File: src/rtl/z16_instr_loader.sv
`default_nettype none
// ============================================================================
// Module   : z16_instr_loader
// Brief    : Framed byte-stream loader for the Z16 instruction RAM. Parses
//            SYNC / LEN_LO / LEN_HI / N x {lo, hi} / CHK frames, writes each
//            little-endian 16-bit word to the RAM write port, holds the CPU
//            during a load and reports done / error.
// Revision : 1.0 - initial release
// ============================================================================
module z16_instr_loader #(
    parameter int          DEPTH_WORDS = 16,
    parameter logic [7:0]  SYNC_BYTE   = 8'hA5
) (
    input  logic        i_clk,
    input  logic        i_rst,
    input  logic [7:0]  i_byte,
    input  logic        i_valid,
    output logic        o_ready,
    output logic        o_we,
    output logic [15:0] o_waddr,
    output logic [15:0] o_wdata,
    output logic        o_cpu_hold,
    output logic        o_done,
    output logic        o_err
);

    // One extra bit so the index can reach DEPTH_WORDS without wrapping.
    localparam int          c_IDX_W = $clog2(DEPTH_WORDS) + 1;
    localparam logic [15:0] c_DEPTH = 16'(DEPTH_WORDS);

    typedef enum logic [3:0] {
        S_IDLE   = 4'd0,
        S_LEN_LO = 4'd1,
        S_LEN_HI = 4'd2,
        S_D_LO   = 4'd3,
        S_D_HI   = 4'd4,
        S_WRITE  = 4'd5,
        S_CHK    = 4'd6,
        S_DONE   = 4'd7,
        S_ERR    = 4'd8
    } state_t;

    state_t               state_q,    state_d;
    logic [7:0]           len_lo_q,   len_lo_d;
    logic [15:0]          len_q,      len_d;
    logic [7:0]           lo_q,       lo_d;
    logic [7:0]           chk_q,      chk_d;
    logic [c_IDX_W-1:0]   idx_q,      idx_d;
    logic                 we_q,       we_d;
    logic [15:0]          waddr_q,    waddr_d;
    logic [15:0]          wdata_q,    wdata_d;
    logic                 hold_q,     hold_d;
    logic                 done_q,     done_d;
    logic                 err_q,      err_d;

    logic                 w_accept;
    logic [15:0]          w_len;
    logic [c_IDX_W-1:0]   w_idx_inc;

    assign o_ready    = (state_q != S_WRITE);
    assign w_accept   = i_valid && o_ready;
    assign w_len      = {i_byte, len_lo_q};
    assign w_idx_inc  = idx_q + 1'b1;

    assign o_we       = we_q;
    assign o_waddr    = waddr_q;
    assign o_wdata    = wdata_q;
    assign o_cpu_hold = hold_q;
    assign o_done     = done_q;
    assign o_err      = err_q;

    // Next-state and datapath: frame parser, write-port staging, status flags.
    always_comb begin
        state_d  = state_q;
        len_lo_d = len_lo_q;
        len_d    = len_q;
        lo_d     = lo_q;
        chk_d    = chk_q;
        idx_d    = idx_q;
        we_d     = 1'b0;
        waddr_d  = waddr_q;
        wdata_d  = wdata_q;
        hold_d   = hold_q;
        done_d   = done_q;
        err_d    = err_q;

        case (state_q)
            S_IDLE: begin
                if (w_accept && (i_byte == SYNC_BYTE)) begin
                    state_d = S_LEN_LO;
                    done_d  = 1'b0;
                    err_d   = 1'b0;
                    chk_d   = 8'd0;
                    idx_d   = '0;
                    hold_d  = 1'b1;
                end
            end
            S_LEN_LO: begin
                if (w_accept) begin
                    len_lo_d = i_byte;
                    state_d  = S_LEN_HI;
                end
            end
            S_LEN_HI: begin
                if (w_accept) begin
                    len_d = w_len;
                    if (w_len > c_DEPTH) begin
                        state_d = S_ERR;
                    end else if (w_len == 16'd0) begin
                        state_d = S_CHK;
                    end else begin
                        state_d = S_D_LO;
                    end
                end
            end
            S_D_LO: begin
                if (w_accept) begin
                    lo_d    = i_byte;
                    chk_d   = chk_q + i_byte;
                    state_d = S_D_HI;
                end
            end
            S_D_HI: begin
                // Write port is staged here so o_we is high during WRITE.
                if (w_accept) begin
                    chk_d   = chk_q + i_byte;
                    we_d    = 1'b1;
                    waddr_d = 16'(idx_q) << 1;
                    wdata_d = {i_byte, lo_q};
                    state_d = S_WRITE;
                end
            end
            S_WRITE: begin
                idx_d = w_idx_inc;
                if (16'(w_idx_inc) == len_q) begin
                    state_d = S_CHK;
                end else begin
                    state_d = S_D_LO;
                end
            end
            S_CHK: begin
                if (w_accept) begin
                    state_d = (i_byte == chk_q) ? S_DONE : S_ERR;
                end
            end
            S_DONE: begin
                done_d  = 1'b1;
                hold_d  = 1'b0;
                state_d = S_IDLE;
            end
            S_ERR: begin
                err_d   = 1'b1;
                hold_d  = 1'b0;
                state_d = S_IDLE;
            end
            default: begin
                state_d = S_IDLE;
            end
        endcase
    end

    // State and output registers with synchronous reset.
    always_ff @(posedge i_clk) begin
        if (i_rst) begin
            state_q  <= S_IDLE;
            len_lo_q <= 8'd0;
            len_q    <= 16'd0;
            lo_q     <= 8'd0;
            chk_q    <= 8'd0;
            idx_q    <= '0;
            we_q     <= 1'b0;
            waddr_q  <= 16'd0;
            wdata_q  <= 16'd0;
            hold_q   <= 1'b0;
            done_q   <= 1'b0;
            err_q    <= 1'b0;
        end else begin
            state_q  <= state_d;
            len_lo_q <= len_lo_d;
            len_q    <= len_d;
            lo_q     <= lo_d;
            chk_q    <= chk_d;
            idx_q    <= idx_d;
            we_q     <= we_d;
            waddr_q  <= waddr_d;
            wdata_q  <= wdata_d;
            hold_q   <= hold_d;
            done_q   <= done_d;
            err_q    <= err_d;
        end
    end

endmodule
`default_nettype wire

File: config.mk
export PLATFORM = sky130hd
export DESIGN_NAME = z16_instr_loader
export DESIGN_NICKNAME = d
export VERILOG_FILES = /design/src/rtl/z16_instr_loader.sv
export SDC_FILE = /design/constraint.sdc
export NUM_CORES = 1
export LEC_CHECK = 0
export ABC_AREA = 0
export BUFFER_PORTS_ARGS = -buffer_cell sky130_fd_sc_hd__buf_2
export CORE_ASPECT_RATIO = 0.8
export CORE_MARGIN = 2
export CORE_UTILIZATION = 50
export DETAILED_ROUTE_END_ITERATION = 10
export MAX_ROUTING_LAYER = met4
export PLACE_DENSITY = 0.8
export SYNTH_ARGS = -nofsm -noshare
export SYNTH_HDL_FRONTEND = slang
export SYNTH_SLANG_ARGS = --single-unit
File: constraint.sdc
create_clock -name i_clk -period 2.3 [get_ports i_clk]
set_input_delay 0.46 -clock i_clk [delete_from_list [all_inputs] [get_ports i_clk]]
set_output_delay 0.46 -clock i_clk [all_outputs]
set_load 0.02 [all_outputs]
==> Yosys cells after proc, flatten, opt, wreduce, memory -nomap -nowiden <==
Index checks and enable logic that the tools add are counted.
{ "totals": {"regBits": 74, "inputBits": 11, "out_inout_bits": 37, "elab_cells": 79} }
{ "classes": {"add_sub_neg": 2, "n_lt_le_gt_ge": 1, "eq_ne": 19, "n_mux": 22, "n_bitwise": 1, "reduce_logical": 22} }
{ "ops": {"columns": ["op", "count"], "rows": [
  ["$mux 4", 8],
  ["$pmux 4 s7", 1],
  ["$eq 4x3->1 const B", 4],
  ["$eq 5x16->1", 1],
  ["$gt 16x5->1 const B", 1],
  ["$logic_not 16->1", 1],
  ["$mux 8", 2],
  ["$pmux 8 s2", 1],
  ["$reduce_and 2->1", 8],
  ["$ne 2x2->1 const B", 6],
  ["$pmux 5 s2", 1],
  ["$reduce_bool 2->1", 5],
  ["$add 8x8->8", 1],
  ["$eq 4x2->1 const B", 2],
  ["$eq 8x8->1", 1],
  ["$eq 8x8->1 const B", 1],
  ["$mux 3", 2],
  ["$pmux 1 s2", 3],
  ["$reduce_and 6->1", 1],
  ["$reduce_or 2->1", 3],
  ["$add 5x1->5 const B", 1],
  ["$mux 5", 1],
  ["$eq 4x1->1 const B", 1],
  ["$eq 4x4->1 const B", 1],
  ["other kinds (7)", 10]
]} }

==> Longest topological paths before layout <==
Gate-level depths: netlist of run 1.
{ "depth": {"depth_word": 5, "depth_mapped": 8, "mapped_depth_nobuf": 8} }

==> Least setup slack after synthesis of run 1 <==
No wires, ideal clock.
{ "synth_timing": {"path_kind": "input to register", "start": "in i_byte[1]", "end": "reg chk_q[5]", "setup_time_ps": 70, "arrival_ps": 1922, "setup_slack_ps": 308, "path_stages": 6, "n_path_buf": 1, "path_cell_list": "nor4_4 nand4_1 a31o_1 buf_6 or4b_1 a21oi_1"} }
{ "synth_between": {"elab_chain_len": 4, "word_cells_on_any_way": 7, "cone_classes": "add/sub: 1; eq/ne: 2; mux: 2; reduce/logical: 2"} }
{ "synth_rtl": {"columns": ["item", "line", "text"], "rows": [
  ["start: declaration", "16", "input logic [7:0] i_byte,"],
  ["parallel branches: the longest is 4 deep, another holds $add 8x8->8", null, null],
  ["end signal: assignment", "182", "chk_q <= chk_d;"],
  ["end: declaration", "47", "logic [7:0] chk_q, chk_d;"]
]} }
Several ways; the timed one is not identified. The select of a mux whose other input is x is not followed.
A chain may end at the register's enable or synchronous reset.

==> Final worst setup path of run 1 <==
{ "layout_timing": {"start": "reg state_q[2]", "end": "out o_ready"} }
{ "layout_between": {"elab_chain_len": 1} }
{ "layout_rtl": {"columns": ["item", "line", "text"], "rows": [
  ["start: declaration", "43", "state_t state_q, state_d;"],
  ["start signal: assignment", "178", "state_q <= state_d;"],
  ["$ne 4x3->1", "60", "assign o_ready = (state_q != S_WRITE);"],
  ["end: declaration", "18", "output logic o_ready,"]
]} }
No other way between the ends.

==> run summary, run 1 <==
The flow ran to the end, and the final reports show no timing, DRC or antenna violations. Of all nets on the critical path, the largest fanout is 12. The proportion of total power due to net switching is 0.2547, and the maximum number of pins on one net before global-route repair is 42. The critical path buffer and inverter count was 2; the HPWL reported at the end of detailed placement was 6239 µm.

The kind of end point of the critical path is an output pin. In this run the cell area of the synthesized design comes to 3601 µm². The internal power contribution was 1.705 mW. The power density of the placed cells works out to 561.9 nW/µm². After global routing the overflow that remains totals 0. The number of clock sinks came out at 74.

Routability-driven placement finished with a final weighted congestion of 0.9151. For the worst flop-to-flop path, the logic depth is 8. The path type of the worst setup path is reg2out. The relative slew slack is 0.5319. The final design area excluding fillers came out at 4071 µm². The final route contains 3310 vias. After technology mapping, the gate count stands at 445. The endpoint identified for the worst register-to-register timing path is chk_q[6].

The logs give 8633 µm for the detailed-route wire length and 2 for the maximum clock path buffer count. The worst register-to-register path begins at chk_q[0]. The largest individual stage delay along the critical path comes from the cell sky130_fd_sc_hd__dfxtp_1. In this run the remaining antenna-violating nets after routing total 0. The max-cap violation count is 0. The largest single stage delay on the critical path is 570 ps. The tools report the maximum clock frequency as 479.7 MHz. The wire length of the first global-routing pass is 14410 µm, and the part of the total power dissipated in the clock network is 0.385. Share of flip-flops with an asynchronous set or reset after synthesis: 0. The slew at the pin closest to its max-slew limit was 702.2 ps; the number of vias per cell was 5.747.

The tools report the initial antenna violation count as 0. Setup violations remaining at the end of the flow were counted as 0. The logs give 1.499 nW for the leakage power of the design and 0.4266 mV for the worst supply voltage drop on vdd. The tools report the clock root buffer as sky130_fd_sc_hd__clkbuf_8.

Counting the buffers created by CTS gives 9. The detailed router finished its first iteration with 215 violations. Overall die width: 98.88 µm. Setup repair after global routing left no endpoint under its margin.

The via count of the first global-routing pass is 3014, and the cell area after placement is 3902 µm². The count of yosys warnings during synthesis is 0. TritonCTS built the clock tree. Count of flip-flops with a built-in enable after synthesis: 0. The routed length per placed instance came out at 14.99 µm. Setup slack on the worst reg-to-reg path comes out at 310 ps. The tools report the combinational cell fraction of total power as 0.055. On the final layout, the worst clock skew is 8.243 ps. The worst hold path terminates at o_wdata[9]. The proportion of layout cells with a drive suffix above 1 is 0.1656, and the number of nets in the layout is 505.

The count of final max-slew check failures came out at 0. In the final timing run, aggregate negative setup slack is 0 ps. The nature of the critical path startpoint is a flop. For this design the total switching power over the nets is 0.5827 mW. Sequential share of the synthesized area: 0.4114. The post-route minimum period was 2085 ps; the power consumption was 2.288 mW. Among all flip-flop cells after synthesis, the most frequent one is sky130_fd_sc_hd__dfxtp_1. The clock slew at the register clock pins of the worst setup and hold paths is 80 ps. Yosys mapped the design onto 56 distinct sky130hd cell types. The DRC violations left was 0. The worst hold path was traced through 3 stages.

The run gives 48 as the I/O pin count. At the worst endpoint, the arrival time is 1620 ps. The part of the cycle the worst path needs came out at 0.9064.

The count of standard-cell rows is 27, and the number of antenna diodes is 0. In this run the most critical hold path is launched from i_byte[1]. The tools report the count of final hold-check violations as 0. The number of H-tree branching levels came out at 3.

Walking the worst path, the cells encountered are nand2_1 > nor3_1 > inv_1 > buf_2. The layout has 625 filler cells. The class of the tightest hold or removal check was in2reg. The total of buffers placed on input and output ports is 36.

The insertion delay to the later sink of the worst-skew pair is 340 ps, and the initial core utilization is 0.5200. For the worst setup path, the data required time is 1840 ps. Relative to the synthesized area, the layout overhead comes to 13.06%.

Each instance of the synthesized netlist takes up on average 8.092 µm². The sequential fraction of design power was 0.560; the height of the die was 79.91 µm. The logs give 6925 µm² for the area of the placeable core and 7901 µm² for the die area. The critical path starts at state_q[2].

For the number of buffers inserted to repair setup after CTS, the log shows 0. The number of iterations in the first detailed-routing pass was 5. Grouping stages by cell kind, the critical path spends the most delay in flip-flops.

Total track usage: 0.2336. Synthesis inferred 74 register bits.
## cell usage in the layout, fill, tap and decap left out, types with 3 or more instances in the layout
master | netlist | layout
sky130_fd_sc_hd__a211oi_1 | 4 | 4
sky130_fd_sc_hd__a21oi_1 | 47 | 47
sky130_fd_sc_hd__a22oi_1 | 3 | 3
sky130_fd_sc_hd__a31oi_1 | 4 | 4
sky130_fd_sc_hd__buf_2 | 5 | 36
sky130_fd_sc_hd__buf_4 | 11 | 21
sky130_fd_sc_hd__clkbuf_8 | 0 | 9
sky130_fd_sc_hd__conb_1 | 1 | 11
sky130_fd_sc_hd__dfxtp_1 | 74 | 73
sky130_fd_sc_hd__ha_1 | 8 | 8
sky130_fd_sc_hd__inv_1 | 12 | 12
sky130_fd_sc_hd__mux2i_1 | 17 | 17
sky130_fd_sc_hd__nand2_1 | 74 | 74
sky130_fd_sc_hd__nand2b_1 | 4 | 4
sky130_fd_sc_hd__nand3_1 | 27 | 27
sky130_fd_sc_hd__nand3b_1 | 5 | 5
sky130_fd_sc_hd__nand4_1 | 4 | 4
sky130_fd_sc_hd__nor2_1 | 38 | 38
sky130_fd_sc_hd__nor3_1 | 15 | 15
sky130_fd_sc_hd__nor3b_1 | 4 | 4
sky130_fd_sc_hd__nor4_1 | 4 | 4
sky130_fd_sc_hd__o211ai_1 | 3 | 3
sky130_fd_sc_hd__o21ai_0 | 8 | 8
sky130_fd_sc_hd__or2_2 | 3 | 3
sky130_fd_sc_hd__xnor2_1 | 6 | 6
sky130_fd_sc_hd__xor2_1 | 3 | 3
## area by class of cell
cell class	count	area (µm²)	area share
clock inverters	6	43.79	0.01076
repair buffers	58	357.8	0.08789
clock buffers	9	123.9	0.03042
multi-input cells	330	1909	0.4690
inverters	12	45.04	0.01106
well taps	87	108.9	0.02674
flip-flops and latches	74	1483	0.3642
## per-layer routing
metal,vias to the layer above,track usage,part of all wire,routed length [µm]
met1,1544,0.3038,0.45,3908
met5,-,-,0,0
met2,138,0.3676,0.47,4042
met4,0,0.05479,0.0034,29
li1,1624,-,-,-
met3,4,0.06042,0.076,652
## worst min-delay path: stages
cell and delay [ps]:
sky130_fd_sc_hd__buf_2 150, sky130_fd_sc_hd__nand2_1 70, sky130_fd_sc_hd__a21oi_1 60
## cells in the mapped netlist, types with 3 or more instances
master                     count  share of area
sky130_fd_sc_hd__ha_1          8          0.028
sky130_fd_sc_hd__nor3b_1       4         0.0083
sky130_fd_sc_hd__nor4_1        4         0.0069
sky130_fd_sc_hd__inv_1        12          0.013
sky130_fd_sc_hd__xor2_1        3         0.0073
sky130_fd_sc_hd__o211ai_1      3         0.0063
sky130_fd_sc_hd__a21oi_1      47          0.065
sky130_fd_sc_hd__o21ai_0       8          0.011
sky130_fd_sc_hd__nand3_1      27          0.038
sky130_fd_sc_hd__nor2_1       38          0.040
sky130_fd_sc_hd__a211oi_1      4         0.0083
sky130_fd_sc_hd__nand3b_1      5          0.010
sky130_fd_sc_hd__nand4_1       4         0.0069
sky130_fd_sc_hd__clkbuf_1     21          0.022
sky130_fd_sc_hd__nor3_1       15          0.021
sky130_fd_sc_hd__nand2_1      74          0.077
sky130_fd_sc_hd__or2_2         3         0.0052
sky130_fd_sc_hd__xnor2_1       6          0.015
sky130_fd_sc_hd__buf_2         5         0.0069
sky130_fd_sc_hd__nand2b_1      4         0.0069
sky130_fd_sc_hd__mux2i_1      17          0.047
sky130_fd_sc_hd__dfxtp_1      74           0.41
sky130_fd_sc_hd__a22oi_1       3         0.0063
sky130_fd_sc_hd__buf_4        11          0.023
sky130_fd_sc_hd__a31oi_1       4         0.0069
## how the worst max path moves through the flow
| stage | end | slack (ps) | depth (start not counted) |
|---|---|---|---|
| 2_1_floorplan | chk_q[5] | 310 | 6 |
| 3_3_place_gp | chk_q[6] | 130 | 9 |
| 3_5_place_dp | chk_q[6] | 40 | 8 |
| 4_1_cts | o_ready | 110 | 4 |
| 5_1_grt | o_ready | 70 | 4 |
| 6_report | o_ready | 220 | 4 |
## power groups by stage
stage               sequential [mW]  combinational, mW  clock, mW
floorplan                      1.31             0.0871          0
global placement               1.31              0.121          0
detailed placement             1.31              0.125          0
CTS                            1.28              0.125      0.902
global route                   1.28              0.137      0.957
finish                         1.28              0.126      0.881
## kinds of logic after synthesis
group,synth area share
adders and majority gates,0.03336
xor gates and xnor gates,0.02189
muxes,0.04725
DFF,0.4114
buffers and inverters,0.06880
other,0.001041
and+or+nand+nor,0.2603
AOI/OAI and AO/OA,0.1560
## state kept, by name (all words and copies together), names as in the netlist
register and cells:
len_q 16, o_wdata 16, chk_q 8, len_lo_q 8, lo_q 8, idx_q 5
o_waddr 5, state_q 4, o_cpu_hold 1, o_done 1, o_err 1, o_we 1
## what timing repair did
item,4_1_cts,5_1_grt
setup endpoints to repair,0,2
hold buffers,0,0
gates resized for setup,0,2
## metrics by stage
step / setup slack [ps] / std cells / hold slack, ps / util
floorplan: 307.5 / 455 / 431.2 / -
global placement: 125.6 / 561 / 438.2 / 0.5635
detailed placement: 36.99 / 561 / 443.7 / 0.5635
CTS: 110.3 / 576 / 428.1 / 0.5877
global route: 72.47 / 576 / 425.8 / 0.5879
finish: 215.3 / 576 / 439.7 / 0.5879
(Power assumes the default switching activity.)
==> run 2, diff against run 1 <==
--- a/config.mk
+++ b/config.mk
@@ -12,7 +12,8 @@
 export CORE_UTILIZATION = 50
 export DETAILED_ROUTE_END_ITERATION = 10
 export MAX_ROUTING_LAYER = met4
-export PLACE_DENSITY = 0.8
+export PLACE_DENSITY = 0.82
+export SKIP_LAST_GASP = 1
 export SYNTH_ARGS = -nofsm -noshare
 export SYNTH_HDL_FRONTEND = slang
 export SYNTH_SLANG_ARGS = --single-unit
==> constraint.sdc (replaced) <==
create_clock -name i_clk -period 1.8 [get_ports i_clk]
set_input_delay 0.36 -clock i_clk [delete_from_list [all_inputs] [get_ports i_clk]]
set_output_delay 0.36 -clock i_clk [all_outputs]
set_load 0.02 [all_outputs]
==> run summary, run 2 (synthesized netlist as in run 1, its figures left out) <==
The run gives 2.371 mW (was 1.705 mW) as the internal power contribution. Setup repair after global routing could not meet its margin everywhere. The detailed-route wire length is 9785 µm (was 8633 µm), and the required time reported for the critical path endpoint is 2080 ps (was 1840 ps). The worst slack after detailed placement came out at -292.8 ps (was 36.99 ps). The number of nets with antenna violations after detailed routing is 0 (unchanged). The cell count of the worst hold path is 4 (was 3). The checks that failed: setup timing.

The class of the tightest hold or removal check was in2reg (unchanged). The worst setup skew after layout is 13.85 ps (was 8.243 ps). The clock root buffer is sky130_fd_sc_hd__clkbuf_8 (unchanged). For the count of standard-cell rows, the log shows 27 (unchanged).

For the final-report setup violation count, the log shows 4 (was 0). The height of the die works out to 79.91 µm (unchanged). The power density of the placed cells was 697.1 nW/µm² (was 561.9 nW/µm²); the area of the placeable core was 6925 µm² (unchanged). The tools report the initial core utilization as 0.5200 (unchanged). The insertion delay to the later sink of the worst-skew pair is 360 ps (was 340 ps).

The clock slew at the register clock pins of the worst setup and hold paths is 90 ps (was 80 ps), and the number of nets in the layout is 538 (was 505). For the number of DRC violations after detailed-routing iteration 0, the log shows 213 (was 215). The run gives 0 (unchanged) as the number of hold buffers added after cts. The proportion of layout cells with a drive suffix above 1 is 0.2811 (was 0.1656).

For the area used by multi-input combinational logic, the log shows 2107 µm² (was 1909 µm²). The part of the total power dissipated in the clock network was 0.426 (was 0.385); the switching power was 0.8336 mW (was 0.5827 mW). The final worst setup slack was -75.05 ps (was 215.3 ps); the part of the cycle the worst path needs was 1.042.

The relative slew slack came out at 0.5749 (was 0.5319). Worst min-delay path startpoint: i_byte[7] (was i_byte[1]). Kind of end point of the critical path: a flop (was an output pin).

The logs give 3232 (was 3014) for the via count of the first global-routing pass and 2160 ps (was 1620 ps) for the arrival time of the worst setup path. The number of H-tree branching levels is 3 (unchanged), and the register cell area after layout is 1498 µm² (was 1483 µm²). The maximum clock path buffer count was 2 (unchanged); the highest net fanout along the worst path was 3 (was 12).

The number of clock sinks was 74 (unchanged). The tools report the cell count after placement as 588 (was 561). TritonCTS built the clock tree. The maximum number of pins on one net before global-route repair came out at 35 (was 42). Based on the critical path, the design can be clocked at up to 533.3 MHz. The worst supply voltage drop on vdd came out at 0.4548 mV (was 0.4266 mV). The flow ran to the end, but the final reports show violations. The sequential fraction of design power came out at 0.509 (was 0.560). The run gives 5 (unchanged) as the number of iterations in the first detailed-routing pass. The nature of the critical path startpoint was a flop (unchanged). The area growth from synthesis to layout is 27.66% (was 13.06%). The die area was 7901 µm² (unchanged). The run gives 0 (unchanged) as the DRC violations left.

The run gives 1.726 nW (was 1.499 nW) as the leakage power of the design. The max-cap violation count is 0 (unchanged), and the post-route worst hold slack is 429.7 ps (was 439.7 ps). The path type of the worst setup path is reg2reg (was reg2out). End point of the worst hold path: lo_q[7] (was o_wdata[9]).

The wire length of the first global-routing pass was 15630 µm (was 14410 µm); the overall die width was 98.88 µm (unchanged). Count of final hold-check violations: 0 (unchanged). The final weighted congestion of routability-driven global placement is 0.9710 (was 0.9151). The worst reg2reg path startpoint was chk_q[1] (was chk_q[0]). The slew at the pin closest to its max-slew limit was 637.7 ps (was 702.2 ps). The count of final max-slew check failures is 0 (unchanged). The total of buffers placed on input and output ports is 36 (unchanged), and the number of vias after detailed routing is 3445 (was 3310).

The number of vias per cell came out at 5.648 (was 5.747). I/O pin count: 48 (unchanged). The logs give -80 ps (was 310 ps) for the worst reg-to-reg setup slack and 9 (unchanged) for the CTS buffer count. The routed length per placed instance was 16.04 µm (was 14.99 µm). Proportion of total power due to net switching: 0.2601 (was 0.2547).

The number of cells traversed by the worst register-to-register path came out at 6 (was 8). The post-layout instance count excluding filler cells is 610 (was 576), and the total of fill cells in the finished design is 560 (was 625). The total track usage came out at 0.2554 (was 0.2336). Initial antenna violation count: 0 (unchanged).

Number of antenna diodes: 0 (unchanged). The total global routing overflow came out at 0 (unchanged). The HPWL reported at the end of detailed placement is 6457 µm (was 6239 µm), and the post-route minimum period is 1875 ps. For the combinational cell fraction of total power, the log shows 0.065 (was 0.055).

The terminus of the critical flop-to-flop path was chk_q[5] (was chk_q[6]). The commonest non-fill, non-tap cell in the layout was sky130_fd_sc_hd__nand2_1 (unchanged). Highest-count cells in the layout ignoring fill and taps: sky130_fd_sc_hd__nand2_1, sky130_fd_sc_hd__dfxtp_1, sky130_fd_sc_hd__buf_4 (was sky130_fd_sc_hd__nand2_1, sky130_fd_sc_hd__dfxtp_1, sky130_fd_sc_hd__a21oi_1).
run 2: cell types whose count changed in the layout (fill, tap and decap cells not counted), moves of 6 or more:
| cell | delta |
|---|---|
| sky130_fd_sc_hd__ha_1 | -8 |
| sky130_fd_sc_hd__ha_4 | +6 |
| sky130_fd_sc_hd__buf_4 | +31 |
| sky130_fd_sc_hd__dfxtp_1 | -6 |
run 2: what timing repair did:
item	CTS	global route
pin swaps	3	11
gates cloned	0	0
endpoints found under the setup margin	27	24
resized for setup	13	35
buffers inserted	1	5
run 2: worst max-delay path by stage:
stage	endpoint	slack (ps)	cells after the start	from
finish	chk_q[5]	-80	6	chk_q[1]
global route	chk_q[6]	-140	8	chk_q[0]
floorplan	lo_q[7]	-2	6	state_q[1]
global placement	chk_q[6]	-200	9	i_byte[0]
detailed placement	chk_q[6]	-290	9	i_byte[0]
CTS	chk_q[6]	-60	8	chk_q[0]
run 2: power groups by stage:
stage / Sequential [mW] / Combinational (mW) / Clock, mW
finish: 1.63 / 0.209 / 1.36
global placement: 1.68 / 0.177 / 0
global route: 1.63 / 0.221 / 1.47
detailed placement: 1.68 / 0.181 / 0
floorplan: 1.67 / 0.111 / 0
CTS: 1.64 / 0.185 / 1.38
run 2: layout make-up:
type / count / share of cell area
clock buffer: 9 / 0.02695
clock inverter: 7 / 0.01796
inverter: 12 / 0.009799
multi-input combinational: 330 / 0.4584
sequential: 74 / 0.3258
tap: 87 / 0.02368
timing repair buffer: 91 / 0.1375
run 2: worst max-delay path, stage by stage (launching register included):
cell                       delay, ps
sky130_fd_sc_hd__dfxtp_4         370
sky130_fd_sc_hd__ha_4            270
sky130_fd_sc_hd__a21oi_1          90
sky130_fd_sc_hd__o211ai_1        350
sky130_fd_sc_hd__nor3_1          100
sky130_fd_sc_hd__or4b_1          470
sky130_fd_sc_hd__a21oi_1         140
run 2: through the flow:
step	area [µm²]	utilization	setup TNS, ps	power [mW]
2_1_floorplan	3643	-	-15.35	1.786
3_3_place_gp	4123	0.5953	-1436	1.852
3_5_place_dp	4123	0.5953	-1961	1.856
4_1_cts	4385	0.6332	-58.27	3.201
5_1_grt	4597	0.6638	-492.8	3.327
6_report	4597	0.6638	-170.8	3.205
run 2: per-layer routing:
layer	part of all wire	wire (µm)	global-route usage
met1	0.45	4373	0.3223
met2	0.49	4778	0.4135
met4	0.010	99	0.05479
met5	0	0	-
met3	0.054	533	0.07093
==> run 3, diff against run 2 <==
--- a/config.mk
+++ b/config.mk
@@ -6,7 +6,7 @@
 export NUM_CORES = 1
 export LEC_CHECK = 0
 export ABC_AREA = 0
-export BUFFER_PORTS_ARGS = -buffer_cell sky130_fd_sc_hd__buf_2
+export BUFFER_PORTS_ARGS = -buffer_cell sky130_fd_sc_hd__buf_4
 export CORE_ASPECT_RATIO = 0.8
 export CORE_MARGIN = 2
 export CORE_UTILIZATION = 50
==> run summary, run 3 (synthesized netlist as in run 1, its figures left out) <==
The via count of the first global-routing pass is 3235 (was 3232), and the number of nets with antenna violations after detailed routing is 0 (unchanged). The overall die width came out at 98.88 µm (unchanged). For the number of H-tree branching levels, the log shows 3 (unchanged).

The clock root buffer was sky130_fd_sc_hd__clkbuf_8 (unchanged). The area growth from synthesis to layout came out at 27.59% (was 27.66%). The wire length of the first global-routing pass was 15380 µm (was 15630 µm); the maximum clock path buffer count was 2 (unchanged). The tools report the nature of the critical path startpoint as a flop (unchanged). Maximum clock frequency: 565.6 MHz (was 533.3 MHz). The flow ran to the end, and the final reports show no timing, DRC or antenna violations. Insertion delay to the later sink of the worst-skew pair: 360 ps (about the same).

The tools report the final-report setup violation count as 0 (was 4). The number of vias after detailed routing was 3476 (was 3445); the count of final hold-check violations was 0 (unchanged). The total track usage is 0.2514 (was 0.2554), and the number of clock sinks is 74 (unchanged).

The run gives 0 (unchanged) as the total global routing overflow. The core utilization of the finished layout is 0.6634 (was 0.6638). The final design area excluding fillers is 4594 µm² (was 4597 µm²).

The number of iterations in the first detailed-routing pass is 5 (unchanged), and the total of buffers placed on input and output ports is 36 (unchanged). The number of hold buffers added after cts is 0 (unchanged). The post-route minimum period was 1768 ps (was 1875 ps); the relative slew slack was 0.6513 (was 0.5749). The number of vias per cell was 5.765 (was 5.648).

The cell area after placement came out at 4203 µm² (was 4123 µm²). The height of the die came out at 79.91 µm (unchanged). Class of the tightest hold or removal check: in2reg (unchanged). The worst reg2reg path startpoint was chk_q[1] (unchanged).

The run gives 1491 µm² (was 1498 µm²) as the register cell area after layout. The required time reported for the critical path endpoint is 2090 ps (was 2080 ps), and the initial core utilization is 0.5200 (unchanged). The tools report the final weighted congestion of routability-driven global placement as 1.009 (was 0.9710). Number of nets in the layout: 531 (was 538).

Worst min-delay path startpoint: i_rst (was i_byte[7]). Proportion of layout cells with a drive suffix above 1: 0.2616 (was 0.2811). The arrival time of the worst setup path was 2060 ps (was 2160 ps). The highest net fanout along the worst path works out to 3 (unchanged). The number of antenna diodes was 0 (unchanged).

The part of the cycle the worst path needs came out at 0.9822 (was 1.042). The area of the placeable core came out at 6925 µm² (unchanged). The total negative setup slack was 0 ps (was -170.8 ps). The count of standard-cell rows was 27 (unchanged).

The power density of the placed cells was 686.4 nW/µm² (was 697.1 nW/µm²). The tools report the launching element of the worst setup path as chk_q[1] (unchanged). The path type of the worst setup path was reg2reg (unchanged). The HPWL reported at the end of detailed placement is 6638 µm (was 6457 µm), and the leakage power of the design is 1.686 nW (was 1.726 nW). The routed length per placed instance was 16.03 µm (was 16.04 µm). The slew at the pin closest to its max-slew limit was 522.3 ps (was 637.7 ps). Count of final max-slew check failures: 0 (unchanged). The kind of end point of the critical path is a flop (unchanged). The run gives 0 (unchanged) as the DRC violations left.

Commonest non-fill, non-tap cell in the layout: sky130_fd_sc_hd__buf_4 (was sky130_fd_sc_hd__nand2_1). Highest-count cells in the layout ignoring fill and taps: sky130_fd_sc_hd__buf_4, sky130_fd_sc_hd__nand2_1, sky130_fd_sc_hd__dfxtp_1 (was sky130_fd_sc_hd__nand2_1, sky130_fd_sc_hd__dfxtp_1, sky130_fd_sc_hd__buf_4). The run gives 2067 µm² (was 2107 µm²) as the area used by multi-input combinational logic. Setup repair after global routing could not meet its margin everywhere. The worst setup skew after layout was 12.77 ps (was 13.85 ps); the I/O pin count was 48 (unchanged). For the detailed-route wire length, the log shows 9669 µm (was 9785 µm). The max-cap violation count was 0 (unchanged); the maximum number of pins on one net before global-route repair was 43 (was 35). For the number of DRC violations after detailed-routing iteration 0, the log shows 246 (was 213). The initial antenna violation count is 0 (unchanged), and the total of fill cells in the finished design is 532 (was 560). TritonCTS built the clock tree.

CTS buffer count: 9 (unchanged). The tools report the worst supply voltage drop on vdd as 0.4380 mV (was 0.4548 mV). The die area came out at 7901 µm² (unchanged). The clock slew at the register clock pins of the worst setup and hold paths was 90 ps (about the same).
==> run 3: cell types whose count changed in the layout (fill, tap and decap cells not counted), sizes merged <==
cell and change:
buf -7, clkinv +4, clkinvlp -2, inv -2
==> run 3: report_power, final <==
part	switching [mW]	internal, mW	total, mW	leakage [nW]
registers	0.000506	1.64	1.64	0.600
logic	0.129	0.0759	0.205	0.982
clock network	0.663	0.650	1.31	0.104
==> run 3: repair_timing <==
item	4_1_cts	5_1_grt
endpoints found under the setup margin	6	7
endpoints found under the hold margin	0	0
buffers inserted	0	2
resized for setup	10	29
pin swaps	2	9
==> run 3: final timing paths <==
kind | endpoint | slack (ps) | cells after the start
worst max-delay path | chk_q[7] | 30 | 7
worst max register to register | chk_q[7] | 30 | 7
worst min register to register | o_wdata[0] | 460 | 2
worst min-delay path | chk_q[3] | 410 | 2
==> run 3: critical path: stages (launching register included) <==
cell	delay, ps
sky130_fd_sc_hd__dfxtp_2	340
sky130_fd_sc_hd__ha_1	320
sky130_fd_sc_hd__a21oi_2	70
sky130_fd_sc_hd__o211ai_1	280
sky130_fd_sc_hd__o41ai_1	120
sky130_fd_sc_hd__buf_4	140
sky130_fd_sc_hd__a2111o_1	370
sky130_fd_sc_hd__nand3_1	60
==> run 3: layer usage <==
| layer | track usage | part of all wire | wire (µm) | up-vias |
|---|---|---|---|---|
| met2 | 0.4135 | 0.48 | 4620 | 133 |
| met4 | 0.09726 | 0.022 | 212 | 0 |
| met5 | - | 0 | 0 | - |
| met3 | 0.05954 | 0.071 | 687 | 27 |
| li1 | - | - | - | 1675 |
| met1 | 0.3012 | 0.43 | 4150 | 1641 |
==> run 3: cell type report <==
type                       instances  share of cell area
clock buffer                       9             0.02696
clock inverter                     7             0.01634
inverter                          12            0.009804
multi-input combinational        330              0.4499
sequential                        74              0.3246
tap                               87             0.02369
timing repair buffer              84              0.1487
==> run 3: stage by stage <==
step	hold WS (ps)	cells	setup WS (ps)	total power, mW
2_1_floorplan	431.2	455	-2.065	1.786
3_3_place_gp	441.1	585	-170.3	1.853
3_5_place_dp	446.8	585	-250.3	1.857
4_1_cts	388.8	601	-21.02	3.167
5_1_grt	421.5	603	-43.54	3.259
6_report	406.9	603	32.05	3.154
